### src/rtl/ex_mem_stage_pkg.sv
// ============================================================================
//  Module  : ex_mem_stage_pkg
//  Purpose : Shared constants, ALU op encodings, writeback-select encodings
//            and FSM state type for the Execute->Memory pipeline register.
//  Rev     : 1.0  initial release
// ============================================================================
`default_nettype none

package ex_mem_stage_pkg;

    // Default datapath geometry
    localparam int WORD_SIZE_DEF   = 32;
    localparam int REG_ADDR_W_DEF  = 5;
    localparam int MUL_LATENCY_DEF = 4;

    // ALU operation encodings seen on alu_control_e
    localparam logic [2:0] ADD_FUNCT3 = 3'b000;
    localparam logic [2:0] SUB_FUNCT3 = 3'b001;
    localparam logic [2:0] AND_FUNCT3 = 3'b010;
    localparam logic [2:0] OR_FUNCT3  = 3'b011;
    localparam logic [2:0] MUL_FUNCT3 = 3'b100;

    // Writeback mux select encodings
    localparam logic [1:0] RESULT_SRC_ALU = 2'b00;
    localparam logic [1:0] RESULT_SRC_MEM = 2'b01;
    localparam logic [1:0] RESULT_SRC_PC4 = 2'b10;

    typedef enum logic [0:0] {
        ST_IDLE     = 1'b0,
        ST_MUL_WAIT = 1'b1
    } exm_state_t;

    function automatic logic is_mul_op(input logic [2:0] funct3);
        return (funct3 == MUL_FUNCT3);
    endfunction

endpackage

`default_nettype wire

### src/rtl/ex_mem_stage_counter.sv
// ============================================================================
//  Module  : mul_latency_counter
//  Purpose : Down-counter tracking how many cycles remain before the ALU's
//            internal multiplier presents a valid product.
//  Ports   : clk, rst (async, active-low)
//            i_clr   - force count to zero (highest priority)
//            i_load  - load MUL_LATENCY-1
//            i_dec   - decrement (ignored when already zero)
//            o_cnt   - current count
//            o_zero  - count equals zero
//  Rev     : 1.0  initial release
// ============================================================================
`default_nettype none

module mul_latency_counter #(
    parameter int MUL_LATENCY = 4,
    parameter int CNT_W       = $clog2(MUL_LATENCY)
) (
    input  logic             clk,
    input  logic             rst,
    input  logic             i_clr,
    input  logic             i_load,
    input  logic             i_dec,
    output logic [CNT_W-1:0] o_cnt,
    output logic             o_zero
);

    localparam logic [CNT_W-1:0] C_LOAD_VAL = CNT_W'(MUL_LATENCY - 1);

    logic [CNT_W-1:0] r_cnt;

    always_ff @(posedge clk or negedge rst) begin
        if (!rst) begin
            r_cnt <= '0;
        end else if (i_clr) begin
            r_cnt <= '0;
        end else if (i_load) begin
            r_cnt <= C_LOAD_VAL;
        end else if (i_dec && (r_cnt != '0)) begin
            r_cnt <= r_cnt - 1'b1;
        end
    end

    assign o_cnt  = r_cnt;
    assign o_zero = (r_cnt == '0);

endmodule

`default_nettype wire

### src/rtl/ex_mem_stage.sv
// ============================================================================
//  Module  : ex_mem_stage
//  Purpose : Execute->Memory pipeline register. Registers ALU result and
//            control into the M stage, sequences multi-cycle MUL by stalling
//            upstream until the ALU multiplier pipe drains, and supports
//            downstream stall and flush.
//  Ports   : clk, rst (async, active-low)
//            E-stage inputs : valid_e, alu_control_e, alu_out_e, write_data_e,
//                             rd_e, reg_write_e, mem_write_e, result_src_e
//            Control inputs : stall_m, flush_m
//            Outputs        : stall_e, valid_m, alu_result_m, write_data_m,
//                             rd_m, reg_write_m, mem_write_m, result_src_m,
//                             mul_busy, fwd_valid/fwd_rd/fwd_data
//  Config  : EXMEM_FORWARD_EN - when defined, fwd_* taps the M registers;
//            otherwise fwd_* are tied to zero.
//  Rev     : 1.0  initial release
// ============================================================================
`default_nettype none

module ex_mem_stage
    import ex_mem_stage_pkg::*;
#(
    parameter int WORD_SIZE   = WORD_SIZE_DEF,
    parameter int REG_ADDR_W  = REG_ADDR_W_DEF,
    parameter int MUL_LATENCY = MUL_LATENCY_DEF
) (
    input  logic                  clk,
    input  logic                  rst,
    input  logic                  valid_e,
    input  logic [2:0]            alu_control_e,
    input  logic [WORD_SIZE-1:0]  alu_out_e,
    input  logic [WORD_SIZE-1:0]  write_data_e,
    input  logic [REG_ADDR_W-1:0] rd_e,
    input  logic                  reg_write_e,
    input  logic                  mem_write_e,
    input  logic [1:0]            result_src_e,
    input  logic                  stall_m,
    input  logic                  flush_m,
    output logic                  stall_e,
    output logic                  valid_m,
    output logic [WORD_SIZE-1:0]  alu_result_m,
    output logic [WORD_SIZE-1:0]  write_data_m,
    output logic [REG_ADDR_W-1:0] rd_m,
    output logic                  reg_write_m,
    output logic                  mem_write_m,
    output logic [1:0]            result_src_m,
    output logic                  mul_busy,
    output logic                  fwd_valid,
    output logic [REG_ADDR_W-1:0] fwd_rd,
    output logic [WORD_SIZE-1:0]  fwd_data
);

    localparam int CNT_W = $clog2(MUL_LATENCY);

    exm_state_t             r_state;
    logic                   r_valid_m;
    logic [WORD_SIZE-1:0]   r_alu_result_m;
    logic [WORD_SIZE-1:0]   r_write_data_m;
    logic [REG_ADDR_W-1:0]  r_rd_m;
    logic                   r_reg_write_m;
    logic                   r_mem_write_m;
    logic [1:0]             r_result_src_m;

    // Control of the MUL currently draining, held until the product retires
    logic [WORD_SIZE-1:0]   r_sh_write_data;
    logic [REG_ADDR_W-1:0]  r_sh_rd;
    logic                   r_sh_reg_write;
    logic                   r_sh_mem_write;
    logic [1:0]             r_sh_result_src;

    logic                   w_is_mul;
    logic                   w_idle;
    logic                   w_wait;
    logic                   w_mul_accept;
    logic                   w_cnt_dec;
    logic [CNT_W-1:0]       w_cnt;
    logic                   w_cnt_zero;

    assign w_is_mul     = is_mul_op(alu_control_e);
    assign w_idle       = (r_state == ST_IDLE);
    assign w_wait       = (r_state == ST_MUL_WAIT);
    assign w_mul_accept = w_idle && !stall_m && valid_e && w_is_mul;
    // The ALU multiplier free-runs, so the count drains even under stall_m
    assign w_cnt_dec    = w_wait && !w_cnt_zero;

    mul_latency_counter #(
        .MUL_LATENCY (MUL_LATENCY),
        .CNT_W       (CNT_W)
    ) u_mul_cnt (
        .clk    (clk),
        .rst    (rst),
        .i_clr  (flush_m),
        .i_load (w_mul_accept),
        .i_dec  (w_cnt_dec),
        .o_cnt  (w_cnt),
        .o_zero (w_cnt_zero)
    );

    // While reset is asserted only the downstream stall propagates upstream,
    // so a MUL sitting in E during reset does not wedge the front end.
    assign stall_e = stall_m
                   | (rst & w_idle & valid_e & w_is_mul)
                   | (rst & w_wait & !w_cnt_zero);

    always_ff @(posedge clk or negedge rst) begin
        if (!rst) begin
            r_state         <= ST_IDLE;
            r_valid_m       <= 1'b0;
            r_alu_result_m  <= '0;
            r_write_data_m  <= '0;
            r_rd_m          <= '0;
            r_reg_write_m   <= 1'b0;
            r_mem_write_m   <= 1'b0;
            r_result_src_m  <= '0;
            r_sh_write_data <= '0;
            r_sh_rd         <= '0;
            r_sh_reg_write  <= 1'b0;
            r_sh_mem_write  <= 1'b0;
            r_sh_result_src <= '0;
        end else if (flush_m) begin
            // Flush beats both stall_m and a completing MUL
            r_state       <= ST_IDLE;
            r_valid_m     <= 1'b0;
            r_reg_write_m <= 1'b0;
            r_mem_write_m <= 1'b0;
        end else begin
            case (r_state)
                ST_IDLE: begin
                    if (!stall_m) begin
                        if (valid_e && !w_is_mul) begin
                            r_valid_m      <= 1'b1;
                            r_alu_result_m <= alu_out_e;
                            r_write_data_m <= write_data_e;
                            r_rd_m         <= rd_e;
                            r_reg_write_m  <= reg_write_e;
                            r_mem_write_m  <= mem_write_e;
                            r_result_src_m <= result_src_e;
                        end else if (valid_e) begin
                            r_sh_write_data <= write_data_e;
                            r_sh_rd         <= rd_e;
                            r_sh_reg_write  <= reg_write_e;
                            r_sh_mem_write  <= mem_write_e;
                            r_sh_result_src <= result_src_e;
                            r_state         <= ST_MUL_WAIT;
                            r_valid_m       <= 1'b0;
                            r_reg_write_m   <= 1'b0;
                            r_mem_write_m   <= 1'b0;
                        end else begin
                            r_valid_m     <= 1'b0;
                            r_reg_write_m <= 1'b0;
                            r_mem_write_m <= 1'b0;
                        end
                    end
                end
                ST_MUL_WAIT: begin
                    if (!w_cnt_zero) begin
                        r_valid_m     <= 1'b0;
                        r_reg_write_m <= 1'b0;
                        r_mem_write_m <= 1'b0;
                    end else if (!stall_m) begin
                        r_valid_m      <= 1'b1;
                        r_alu_result_m <= alu_out_e;
                        r_write_data_m <= r_sh_write_data;
                        r_rd_m         <= r_sh_rd;
                        r_reg_write_m  <= r_sh_reg_write;
                        r_mem_write_m  <= r_sh_mem_write;
                        r_result_src_m <= r_sh_result_src;
                        r_state        <= ST_IDLE;
                    end
                end
                default: begin
                    r_state <= ST_IDLE;
                end
            endcase
        end
    end

    assign valid_m      = r_valid_m;
    assign alu_result_m = r_alu_result_m;
    assign write_data_m = r_write_data_m;
    assign rd_m         = r_rd_m;
    assign reg_write_m  = r_reg_write_m;
    assign mem_write_m  = r_mem_write_m;
    assign result_src_m = r_result_src_m;
    assign mul_busy     = w_wait;

`ifdef EXMEM_FORWARD_EN
    assign fwd_valid = r_valid_m & r_reg_write_m;
    assign fwd_rd    = r_rd_m;
    assign fwd_data  = r_alu_result_m;
`else
    // No forwarding path: the hazard unit must stall on M-stage dependencies
    assign fwd_valid = 1'b0;
    assign fwd_rd    = '0;
    assign fwd_data  = '0;
`endif

endmodule

`default_nettype wire

### config.mk
export PLATFORM = sky130hd
export DESIGN_NAME = ex_mem_stage
export DESIGN_NICKNAME = d
export VERILOG_FILES = /design/src/rtl/ex_mem_stage_pkg.sv /design/src/rtl/ex_mem_stage_counter.sv /design/src/rtl/ex_mem_stage.sv
export SDC_FILE = /design/constraint.sdc
export NUM_CORES = 1
export LEC_CHECK = 0
export CAP_MARGIN = 5
export CORE_MARGIN = 5
export CORE_UTILIZATION = 26
export DETAILED_ROUTE_END_ITERATION = 12
export PLACE_DENSITY = 0.48
export SLEW_MARGIN = 20
export SYNTH_ARGS = -nofsm -noshare
export SYNTH_HDL_FRONTEND = slang
export SYNTH_SLANG_ARGS = --single-unit
### constraint.sdc
create_clock -name clk -period 3.2 [get_ports clk]
set_clock_uncertainty 0.2 [all_clocks]
set_input_delay 0.64 -clock clk [delete_from_list [all_inputs] [get_ports clk]]
set_output_delay 0.64 -clock clk [all_outputs]
set_load 0.02 [all_outputs]
==> out/qor.csv <==
metric,value,unit
status,finished clean,
cts_buffers,17,
routabilityCongestion,0.741,
tns,0,ps
path_buf_inv,2,
grt_pass1_wl,22.3,mm
syn_area_per_cell,13.2,sq um
p_total,5.00,mW
yosysTopAreaCellShare,54.0,%
ios,195,
dieArea,24000,sq um
relSlewSlack,42.5,%
rr_startpoint,u_mul_cnt.o_cnt[0]$_DFFE_PN0P_,
place_area,7190,sq um
final_cell_mix,"clkdlybuf4s50_1 (154), dfrtp_1 (117), mux2_2 (44)",
ant_nets,0,
final-setup-viol-count,0,
post_drt_wl_per_cell,16.3,um
syn_inst,415,
crit_fanout,3,
ys_warn_count,0,
cp_cell_sequence,"clkdlybuf4s50_1, nor3b_2, a21oi_1, o21ai_0, dlymetal6s2s_1",
grt_pass1_vias,4063,
crit_slowest_cell,clkdlybuf4s50_1,
die_w,155,um
drt_iter0_markers,101,
diodes,0,
drive_above_1_share,21.4,%
critPathArrivalTime,1840,ps
r2r_cells,7,
finalWirelength,14.0,mm
ff2ff_setup_slack,810,ps
p_leak,3.29,nW
clk_path_buf_depth,2,
clock.fmax,374,MHz
whs,231,ps
antenna_found_initial,0,
viasPerCell,4.28,
fin_crit_sh,83.7,%
overflow,0,
numPortBuffers,156,
dp_hpwl,9.15,mm
track_usage,11.8,%
coreArea,20900,sq um
crit_path_max_incr_delay,470,ps
synth-seq-cells,118,
ir_drop,0.000308,V
final-seq-area,2950,sq um
syn_area,5470,sq um
ys_types,32,
p_per_area,644,nW/um^2
first_pass_iters,5,
final_net_count,656,
clk_latency,400,ps
clock-root-buffer,clkbuf_16,
synthToLayoutAreaGrowth,41.7,%
initial_utilization,26.2,%
timing.rr.end,rd_m[4]$_DFFE_PN0P_,
fillCellCount,2039,
die-height,155,um
worst_slew_pin_slew,862,ps
maxSlewViolCount,0,
yosysTopAreaCell,dfrtp_1,
cts_tree,built,
drc,0,
layout_commonest_cell,clkdlybuf4s50_1,
grt_start_max_net_pins,68,
rows,53,
setup.worst_path.end_class,output port,
hold_viol_final,0,
yosysSeqAreaShare,54.0,%
clkTransAtPathRegs,50,ps
start_kind,input pin,
path_class,input pin to output port,
path_delay_family,buffers and inverters,
multi_input_area,2190,sq um
fin_crit,2680,ps
clock-sinks,118,
rsz0062_at_grt,no,
post-cts-setup-buffer-count,0,
htreeDepth,4,
fin_area,7750,sq um
required,2360,ps
vias,3679,
cap_violations,0,
min-delay-path-class,input pin to async pin,
synthTopCellsByArea,"dfrtp_1 (54%), mux2_2 (9.1%), mux2_4 (8.2%), mux2i_1 (7.1%), a22oi_1 (5.4%)",
==> Yosys cell counts <==
master    instances
a21oi_1           4
buf_2            16
buf_4            39
a211oi_1          2
a311oi_1          3
or3b_2            1
mux2_2           44
o21ai_0           1
nor3b_1           1
nor2_1           42
buf_12            3
inv_1             5
clkbuf_1          5
a22oi_1          39
mux2i_1          39
nand2b_1          1
nor3b_2           1
ha_1              1
buf_1             1
nor2b_4           1
mux2_4           30
and4bb_2          1
buf_6             1
nand3_1           7
nor3_1            2
dfrtp_1         118
nor4b_2           2
nand2_1           1
a41o_1            1
conb_1            1
and2b_1           1
nor2b_1           1
==> worst reg2reg max path, stage by stage, from the launching register on <==
cell and delay (ps):
dfrtp_1 390, inv_1 70, ha_1 330, nor2b_4 100, nor4b_4 340, buf_12 300, buf_4 350, a22oi_1 170
==> stage by stage <==
| stage | instances | worst slack, ps | utilization, % |
|---|---|---|---|
| final | 859 | 523 | 37.1 |
| after global routing | 859 | 377 | 37.1 |
| after CTS | 859 | 134 | 37.1 |
| after detailed placement | 830 | 148 | 34.4 |
| after global placement | 830 | 163 | 34.4 |
| after floorplan | 452 | 879 | - |
==> what timing repair did <==
action | CTS | global route
hold buffers | 0 | 0
endpoints found under the setup margin | 0 | 1
resized for setup | 0 | 1
==> flip-flops by register name (all words and copies together) (netlist names), 2 cells and up <==
name             cells
rd_m                 5
alu_result_m        32
r_sh_rd              5
r_sh_result_src      2
write_data_m        32
r_sh_write_data     32
u_mul_cnt.o_cnt      2
result_src_m         2
==> routing by layer <==
metal / up-vias / routed length, um / track usage, % / share of wire [%]
met3: 7 / 1170 / 4.53 / 8.3
met4: 0 / 115 / 3.32 / 0.82
met5: - / 0 / 0 / 0
met2: 141 / 6510 / 19.2 / 46
met1: 1819 / 6230 / 14.6 / 44
li1: 1712 / - / - / -
==> worst max-delay path by stage <==
stage | from | endpoint | cells past startpoint
floorplan | alu_control_e[1] | stall_e | 3
global placement | alu_control_e[1] | stall_e | 5
detailed placement | alu_control_e[1] | stall_e | 5
CTS | u_mul_cnt.o_cnt[0]$_DFFE_PN0P_ | stall_e | 6
global route | u_mul_cnt.o_cnt[0]$_DFFE_PN0P_ | stall_e | 6
finish | alu_control_e[1] | stall_e | 5
==> layout make-up <==
class / instances / share of cell area (%)
Clock buffer: 21 / 6.20
Multi-Input combinational cell: 264 / 28.3
Inverter: 5 / 0.242
Clock inverter: 8 / 0.984
Sequential cell: 118 / 38.1
Tap cell: 275 / 4.44
Timing Repair Buffer: 168 / 21.8
==> cell families (layout without fill, tap and decap cells) <==
family          count (synthesis)  after routing  share of synthesized area (%)
flops                         118            118                           54.0
simple gates                   62             62                           5.69
mux                           113            113                           24.4
other cells                     1             38                         0.0685
fa+ha+maj                       1              1                          0.229
buf+inv                        70            202                           8.87
compound gates                 50             50                           6.75
==> power breakdown <==
part           internal, mW  switching [mW]  total [mW]
Sequential             1.79           0.157        1.95
Clock                  1.13           0.645        1.78
Combinational         0.690           0.583        1.27
(Power assumes the default switching activity.)
